### src/rtl/mc_serial_pkg.sv
// Shared command-byte layout, channel state encoding and mode constants
// for the multi-channel frequency-pattern serial output block.
package mc_serial_pkg;

  localparam int CMD_START  = 0;
  localparam int CMD_STOP   = 1;
  localparam int CMD_MODE   = 2;
  localparam int CMD_CH_LSB = 3;
  localparam int CMD_CH_MSB = 6;
  localparam int CMD_IDLE   = 7;

  localparam logic MODE_ONESHOT = 1'b0;
  localparam logic MODE_REPEAT  = 1'b1;

  typedef enum logic {
    CH_IDLE = 1'b0,
    CH_RUN  = 1'b1
  } ch_state_t;

  function automatic int max_int(input int a, input int b);
    return (a > b) ? a : b;
  endfunction

endpackage

### src/rtl/freq_ch_engine.sv
// One output channel: shifts a stored pattern out LSB first, each bit held
// TICK_HI or TICK_LO clocks depending on the matching frequency-pattern bit.
module freq_ch_engine
  import mc_serial_pkg::*;
#(
  parameter int DATA_BIT = 8,
  parameter int TICK_LO  = 1000,
  parameter int TICK_HI  = 500
) (
  input  logic                clk,
  input  logic                rst,
  input  logic                cmd_valid,
  input  logic                cmd_start,
  input  logic                cmd_stop,
  input  logic                cmd_mode,
  input  logic                cmd_idle,
  input  logic [DATA_BIT-1:0] out_pat,
  input  logic [DATA_BIT-1:0] freq_pat,
  output logic                serial_out,
  output logic                bit_tick,
  output logic                done_tick,
  output logic                busy
);

  localparam int CW_RAW = $clog2(max_int(TICK_LO, TICK_HI));
  localparam int CW     = (CW_RAW < 1) ? 1 : CW_RAW;
  localparam int IW     = $clog2(DATA_BIT);

  localparam logic [CW-1:0] LEN_LO   = CW'(TICK_LO - 1);
  localparam logic [CW-1:0] LEN_HI   = CW'(TICK_HI - 1);
  localparam logic [CW-1:0] CNT_ONE  = CW'(1);
  localparam logic [IW-1:0] LAST_BIT = IW'(DATA_BIT - 1);

  ch_state_t           state_reg;
  logic [DATA_BIT-1:0] out_pat_reg;
  logic [DATA_BIT-1:0] freq_pat_reg;
  logic [DATA_BIT-1:0] out_sh_reg;
  logic [DATA_BIT-1:0] freq_sh_reg;
  logic [IW-1:0]       bit_idx_reg;
  logic [CW-1:0]       tick_cnt_reg;
  logic                mode_reg;
  logic                idle_reg;
  logic                stop_pend_reg;
  logic                serial_reg;
  logic                bit_tick_reg;
  logic                done_reg;

  logic          restart;
  logic          stop_now;
  logic          bit_last;
  logic          pat_last;
  logic [IW-1:0] idx_next;
  logic [CW-1:0] len_new;
  logic [CW-1:0] len_rep;
  logic [CW-1:0] len_adv;

  assign restart  = cmd_valid & cmd_start;
  assign stop_now = stop_pend_reg | (cmd_valid & cmd_stop);
  assign bit_last = (tick_cnt_reg == '0);
  assign pat_last = (bit_idx_reg == LAST_BIT);
  assign idx_next = bit_idx_reg + IW'(1);
  // Tick counters hold "clocks left in this bit minus one"; zero marks the last clock.
  assign len_new  = freq_pat[0]     ? LEN_HI : LEN_LO;
  assign len_rep  = freq_pat_reg[0] ? LEN_HI : LEN_LO;
  assign len_adv  = freq_sh_reg[1]  ? LEN_HI : LEN_LO;

  always_ff @(posedge clk or posedge rst) begin
    if (rst) begin
      state_reg     <= CH_IDLE;
      out_pat_reg   <= '0;
      freq_pat_reg  <= '0;
      out_sh_reg    <= '0;
      freq_sh_reg   <= '0;
      bit_idx_reg   <= '0;
      tick_cnt_reg  <= '0;
      mode_reg      <= MODE_ONESHOT;
      idle_reg      <= 1'b0;
      stop_pend_reg <= 1'b0;
      serial_reg    <= 1'b0;
      bit_tick_reg  <= 1'b0;
      done_reg      <= 1'b0;
    end else if (restart) begin
      state_reg     <= CH_RUN;
      out_pat_reg   <= out_pat;
      freq_pat_reg  <= freq_pat;
      out_sh_reg    <= out_pat;
      freq_sh_reg   <= freq_pat;
      bit_idx_reg   <= '0;
      tick_cnt_reg  <= len_new;
      mode_reg      <= cmd_mode;
      idle_reg      <= cmd_idle;
      stop_pend_reg <= 1'b0;
      serial_reg    <= out_pat[0];
      bit_tick_reg  <= (len_new == '0);
      done_reg      <= 1'b0;
    end else if (state_reg == CH_IDLE) begin
      bit_tick_reg <= 1'b0;
      done_reg     <= 1'b0;
      if (cmd_valid && !cmd_stop) begin
        idle_reg   <= cmd_idle;
        serial_reg <= cmd_idle;
      end
    end else if (bit_last) begin
      if (stop_now || (pat_last && mode_reg == MODE_ONESHOT)) begin
        state_reg     <= CH_IDLE;
        serial_reg    <= idle_reg;
        bit_tick_reg  <= 1'b0;
        done_reg      <= 1'b0;
        stop_pend_reg <= 1'b0;
      end else if (pat_last) begin
        out_sh_reg   <= out_pat_reg;
        freq_sh_reg  <= freq_pat_reg;
        bit_idx_reg  <= '0;
        tick_cnt_reg <= len_rep;
        serial_reg   <= out_pat_reg[0];
        bit_tick_reg <= (len_rep == '0);
        done_reg     <= 1'b0;
      end else begin
        out_sh_reg   <= out_sh_reg >> 1;
        freq_sh_reg  <= freq_sh_reg >> 1;
        bit_idx_reg  <= idx_next;
        tick_cnt_reg <= len_adv;
        serial_reg   <= out_sh_reg[1];
        bit_tick_reg <= (len_adv == '0);
        done_reg     <= (len_adv == '0) && (idx_next == LAST_BIT);
      end
    end else begin
      // A stop seen before the last clock of the final bit suppresses its done pulse.
      tick_cnt_reg  <= tick_cnt_reg - CNT_ONE;
      stop_pend_reg <= stop_now;
      bit_tick_reg  <= (tick_cnt_reg == CNT_ONE);
      done_reg      <= (tick_cnt_reg == CNT_ONE) && pat_last && !stop_now;
    end
  end

  assign serial_out = serial_reg;
  assign bit_tick   = bit_tick_reg;
  assign done_tick  = done_reg;
  assign busy       = (state_reg == CH_RUN);

endmodule

### src/rtl/mc_freq_serial_out.sv
// Packet assembler and command decoder feeding NUM_CH independent
// frequency-pattern serial channel engines.
module mc_freq_serial_out
  import mc_serial_pkg::*;
#(
  parameter int DATA_BIT = 8,
  parameter int NUM_CH   = 4,
  parameter int TICK_LO  = 1000,
  parameter int TICK_HI  = 500,
  parameter int TIMEOUT  = 20000
) (
  input  logic              clk,
  input  logic              rst,
  input  logic [7:0]        i_data,
  input  logic              i_rx_done_tick,
  output logic [NUM_CH-1:0] o_serial_out,
  output logic [NUM_CH-1:0] o_bit_tick,
  output logic [NUM_CH-1:0] o_done_tick,
  output logic [NUM_CH-1:0] o_busy,
  output logic              o_cmd_err
);

  localparam int PAT_BYTES = DATA_BIT / 8;
  localparam int PACK_NUM  = 2 * PAT_BYTES + 1;
  localparam int BW        = $clog2(PACK_NUM);
  localparam int TW        = $clog2(TIMEOUT + 1);

  localparam logic [BW-1:0] CMD_POS   = BW'(PACK_NUM - 1);
  localparam logic [TW-1:0] TMO_LAST  = TW'(TIMEOUT - 1);
  localparam logic [4:0]    CH_LIMIT  = 5'(NUM_CH);

  logic [7:0]    pkt_mem [0:PACK_NUM-2];
  logic [BW-1:0] byte_cnt_reg;
  logic [TW-1:0] timer_reg;
  logic          cmd_err_reg;

  logic [DATA_BIT-1:0] out_pat;
  logic [DATA_BIT-1:0] freq_pat;
  logic                cmd_valid;
  logic [3:0]          cmd_ch;
  logic                ch_ok;

  // The command byte is decoded straight off i_data so bit 0 appears the next clock.
  assign cmd_valid = i_rx_done_tick && (byte_cnt_reg == CMD_POS);
  assign cmd_ch    = i_data[CMD_CH_MSB:CMD_CH_LSB];
  assign ch_ok     = ({1'b0, cmd_ch} < CH_LIMIT);

  always_ff @(posedge clk or posedge rst) begin
    if (rst) begin
      byte_cnt_reg <= '0;
      timer_reg    <= '0;
      cmd_err_reg  <= 1'b0;
    end else begin
      cmd_err_reg <= cmd_valid && !ch_ok;
      if (i_rx_done_tick) begin
        timer_reg    <= '0;
        byte_cnt_reg <= (byte_cnt_reg == CMD_POS) ? '0 : byte_cnt_reg + BW'(1);
      end else if (byte_cnt_reg != '0) begin
        if (timer_reg == TMO_LAST) begin
          byte_cnt_reg <= '0;
          timer_reg    <= '0;
        end else begin
          timer_reg <= timer_reg + TW'(1);
        end
      end
    end
  end

  genvar gi;
  generate
    for (gi = 0; gi < PACK_NUM - 1; gi++) begin : g_pkt
      always_ff @(posedge clk) begin
        if (i_rx_done_tick && byte_cnt_reg == BW'(gi))
          pkt_mem[gi] <= i_data;
      end
    end

    for (gi = 0; gi < PAT_BYTES; gi++) begin : g_pat
      assign out_pat[gi*8 +: 8]  = pkt_mem[gi];
      assign freq_pat[gi*8 +: 8] = pkt_mem[PAT_BYTES + gi];
    end

    for (gi = 0; gi < NUM_CH; gi++) begin : g_ch
      logic ch_sel;
      assign ch_sel = cmd_valid && (cmd_ch == 4'(gi));

      freq_ch_engine #(
        .DATA_BIT (DATA_BIT),
        .TICK_LO  (TICK_LO),
        .TICK_HI  (TICK_HI)
      ) u_engine (
        .clk        (clk),
        .rst        (rst),
        .cmd_valid  (ch_sel),
        .cmd_start  (i_data[CMD_START]),
        .cmd_stop   (i_data[CMD_STOP]),
        .cmd_mode   (i_data[CMD_MODE]),
        .cmd_idle   (i_data[CMD_IDLE]),
        .out_pat    (out_pat),
        .freq_pat   (freq_pat),
        .serial_out (o_serial_out[gi]),
        .bit_tick   (o_bit_tick[gi]),
        .done_tick  (o_done_tick[gi]),
        .busy       (o_busy[gi])
      );
    end
  endgenerate

  assign o_cmd_err = cmd_err_reg;

endmodule

### config.mk
export PLATFORM = sky130hd
export DESIGN_NAME = mc_freq_serial_out
export DESIGN_NICKNAME = d
export VERILOG_FILES = /design/src/rtl/mc_serial_pkg.sv /design/src/rtl/freq_ch_engine.sv /design/src/rtl/mc_freq_serial_out.sv
export SDC_FILE = /design/constraint.sdc
export NUM_CORES = 1
export LEC_CHECK = 0
export BUFFER_PORTS_ARGS = -buffer_cell sky130_fd_sc_hd__buf_4
export CAP_MARGIN = 30
export CORE_ASPECT_RATIO = 1.25
export CORE_MARGIN = 5
export CORE_UTILIZATION = 40
export DETAILED_ROUTE_END_ITERATION = 16
export PLACE_DENSITY = 0.65
export SKIP_CTS_REPAIR_TIMING = 1
export SLEW_MARGIN = 25
export SYNTH_ARGS = -nofsm -noshare
export SYNTH_HDL_FRONTEND = slang
export SYNTH_SLANG_ARGS = --single-unit
### constraint.sdc
create_clock -name clk -period 9.8 [get_ports clk]
set_clock_uncertainty 0.15 [all_clocks]
set_input_delay 1.96 -clock clk [delete_from_list [all_inputs] [get_ports clk]]
set_output_delay 1.96 -clock clk [all_outputs]
set_load 0.01 [all_outputs]
==> metrics.txt <==
Placed Area around 0.012 mm2; DRC violations left 0; slowest CP cell or4b_2; max-slew violations 0; Startpoint Class input port; Arr. time, crit path between 4000 and 5000 ps; Vias about 8,400; Synth cell types 74; Synth Instances between 1,000 and 1,500; R2R Path End g_ch[3].u_engine.tick_cnt_reg[3]; hold path startpoint g_ch[1].u_engine.out_pat_reg[2]; launching point of the worst reg2reg path g_ch[3].u_engine.tick_cnt_reg[0]; Reg2Reg Setup Slack roughly 6700 ps; fill cell count roughly 2,600; hold path depth 2; Hold Path Sink g_ch[1].u_engine.out_pat_reg[2]; Final Hold Fails 0; register area share after synthesis between 50% and 60%; CTS tree done; first-pass GRT wire length approximately 43,000 um; maximum clock rate approximately 230 MHz; Port Buf Inserts 27; top cell type's share of synthesized area approximately 49%; area grow syn2layout 11.5%; Worst VDD drop roughly 0.16 mV; RD Place Congestion between 0.8 and 0.9; setup TNS 0 ps; Detail Placement HPWL roughly 16,000 um; CTS H-tree lvls 1; Hold WC Path Type flip-flop to flip-flop; Relative slew margins between 40 and 50%; Worst Path Max Fanout 20; vias per std cell about 5.5; final worst path period need around 4300 ps; vias in the first global route 8,449; area leader, netlist dfrtp_1; Diodes inserted 0; layout cells sized above 1 a little under an eighth; pre-CTS setup slack between 4000 and 5000 ps; Placeable Area approximately 0.028 mm2; Worst-path clk slew 60 ps; max reg flops 40; status finished clean; Die Area 0.0316 mm2; drt pass-1 iters 5; Crit path largest cell delay 640 ps; largest net degree at the start of global routing 76; Synth top cells by count nand2_1 (322), dfrtp_1 (218), nor2_1 (66), o21ai_0 (48); final setup margin around 5500 ps; total number of yosys warnings 0; worst hold margin roughly 310 ps; mean post-synth cell area between 9 and 10 um2; critical path required time approximately 10,000 ps; Starting DRT DRC Count 629; clock root buffer clkbuf_16; starting density of the core approximately two fifths; leak pwr 5.86 nW; final setup violation count 0; crit path capture type flip-flop; GRT Total Usage approximately 16%; Post-Syn Nets 1,198; Max Cap Viol 0; Rows between 60 and 70; Post-synth top flop dfrtp_1; Post-synth EDFFs 16; Top Ports 28; Syn Std Cell Area approximately 0.011 mm2; top cells by area, synth dfrtp_1 (49%), nand2_1 (11%), edfxtp_1 (4.3%); post-route cell area 0.0125 mm2; pwr dens ~210 mW/mm2; Async SR Flop Fraction 93.2%; Die H a little under 200 um; cell mode on critical path nand2_1; clock latency on the worst-skew pair 530 ps; Sink Count 234; Slew @ Worst Pin between 800 and 900 ps; die outline width 160 um; most common cell in the netlist nand2_1; RSZ-0062 raised after global routing false; Final period util 43.6%; Nets about 1,200; ANT nets after route 0; initial antenna violation count 0; per-cell routed wire length 16.6 um; crit-path cells buf_4 -> nor2_1 -> nand4_1 -> nand2_1 -> o21a_1 -> or4b_2 -> nand2_1; TritonCTS Buffers 24; WL final ~26,000 um; kind of critical path input port to flip-flop; R2R depth 8; Synth Register Bits between 200 and 250; CTS max path bufs 3; total congestion overflow 0
-- per-layer routing --
| metal | share of wire, % | GRT usage (%) | vias to the layer above |
|---|---|---|---|
| met5 | 0 | 0 | - |
| met2 | 49 | 27.7 | 191 |
| met1 | 44 | 21.4 | 4091 |
| li1 | - | - | 4057 |
| met4 | 2.5 | 5.42 | 0 |
| met3 | 4.2 | 2.11 | 45 |
-- final cells by class --
type	count	area, um2	area share [%]
Multi-Input combinational cell	839	4830	38.5
Clock inverter	8	96.3	0.769
Sequential cell	234	5940	47.4
Tap cell	350	438	3.50
Inverter	26	105	0.839
Clock buffer	34	731	5.83
Timing Repair Buffer	47	393	3.14
-- cell families after synthesis --
group                      share of synthesized area (%)
adders and majority gates                           1.89
muxes                                               6.22
and+or+nand+nor                                     21.9
xor gates and xnor gates                            1.01
AOI/OAI and AO/OA                                   11.9
buffers and inverters                               4.25
DFF                                                 52.8
-- where the power goes --
part	internal (mW)	switching (mW)	leakage, nW
clock	0.570	0.376	0.398
sequential	1.14	0.167	3.07
combinational	0.196	0.239	2.39
-- per-stage QoR --
stage,total power [mW],std cells,utilization (%)
floorplan,1.62,1170,-
global placement,1.74,1492,42.1
detailed placement,1.75,1494,42.1
CTS,2.71,1536,45.1
global route,2.84,1538,45.3
finish,2.69,1538,45.3
-- layout by cell type, fill, tap and decap left out, types with 5 or more instances in the layout --
cell and instances:
clkbuf_8 5, o21a_1 5, inv_1 24, a31oi_1 11
dfrtp_1 218, a211oi_1 7, clkbuf_16 26, o22ai_1 11
nand3b_1 5, a22o_1 6, nor3_1 17, xor2_1 6
mux2i_1 44, nand2_1 322, nor2_1 66, and3_1 13
and4_1 7, nor3b_1 6, nor4_1 7, a21oi_1 44
xnor2_1 7, ha_1 17, edfxtp_1 16, or3_1 8
nand3_1 39, nand4_1 9, o21ai_0 48, mux2_2 23
buf_4 44, nor2b_1 5, and2_1 7, o211ai_1 23
a21o_1 6, o211ai_2 8
-- how the worst max path moves through the flow --
stage / slack (ps) / end / start / depth (start not counted)
after global routing: 5300 / g_ch[3].u_engine.tick_cnt_reg[3] / i_data[6] / 7
final: 5530 / g_ch[3].u_engine.tick_cnt_reg[3] / i_data[6] / 7
after global placement: 5070 / g_ch[3].u_engine.tick_cnt_reg[3] / i_data[6] / 7
after CTS: 5560 / g_ch[3].u_engine.tick_cnt_reg[3] / i_data[6] / 7
after floorplan: 1730 / byte_cnt_reg[0] / rst / 1
after detailed placement: 5000 / g_ch[3].u_engine.tick_cnt_reg[3] / i_data[6] / 7
-- worst max-delay path: cells and delay by family --
kind / cells / cell delay, ps
and+or+nand+nor: 5 / 1860
AOI/OAI and AO/OA: 1 / 630
buffers and inverters: 1 / 130
Power figures use the tool's default switching activity.
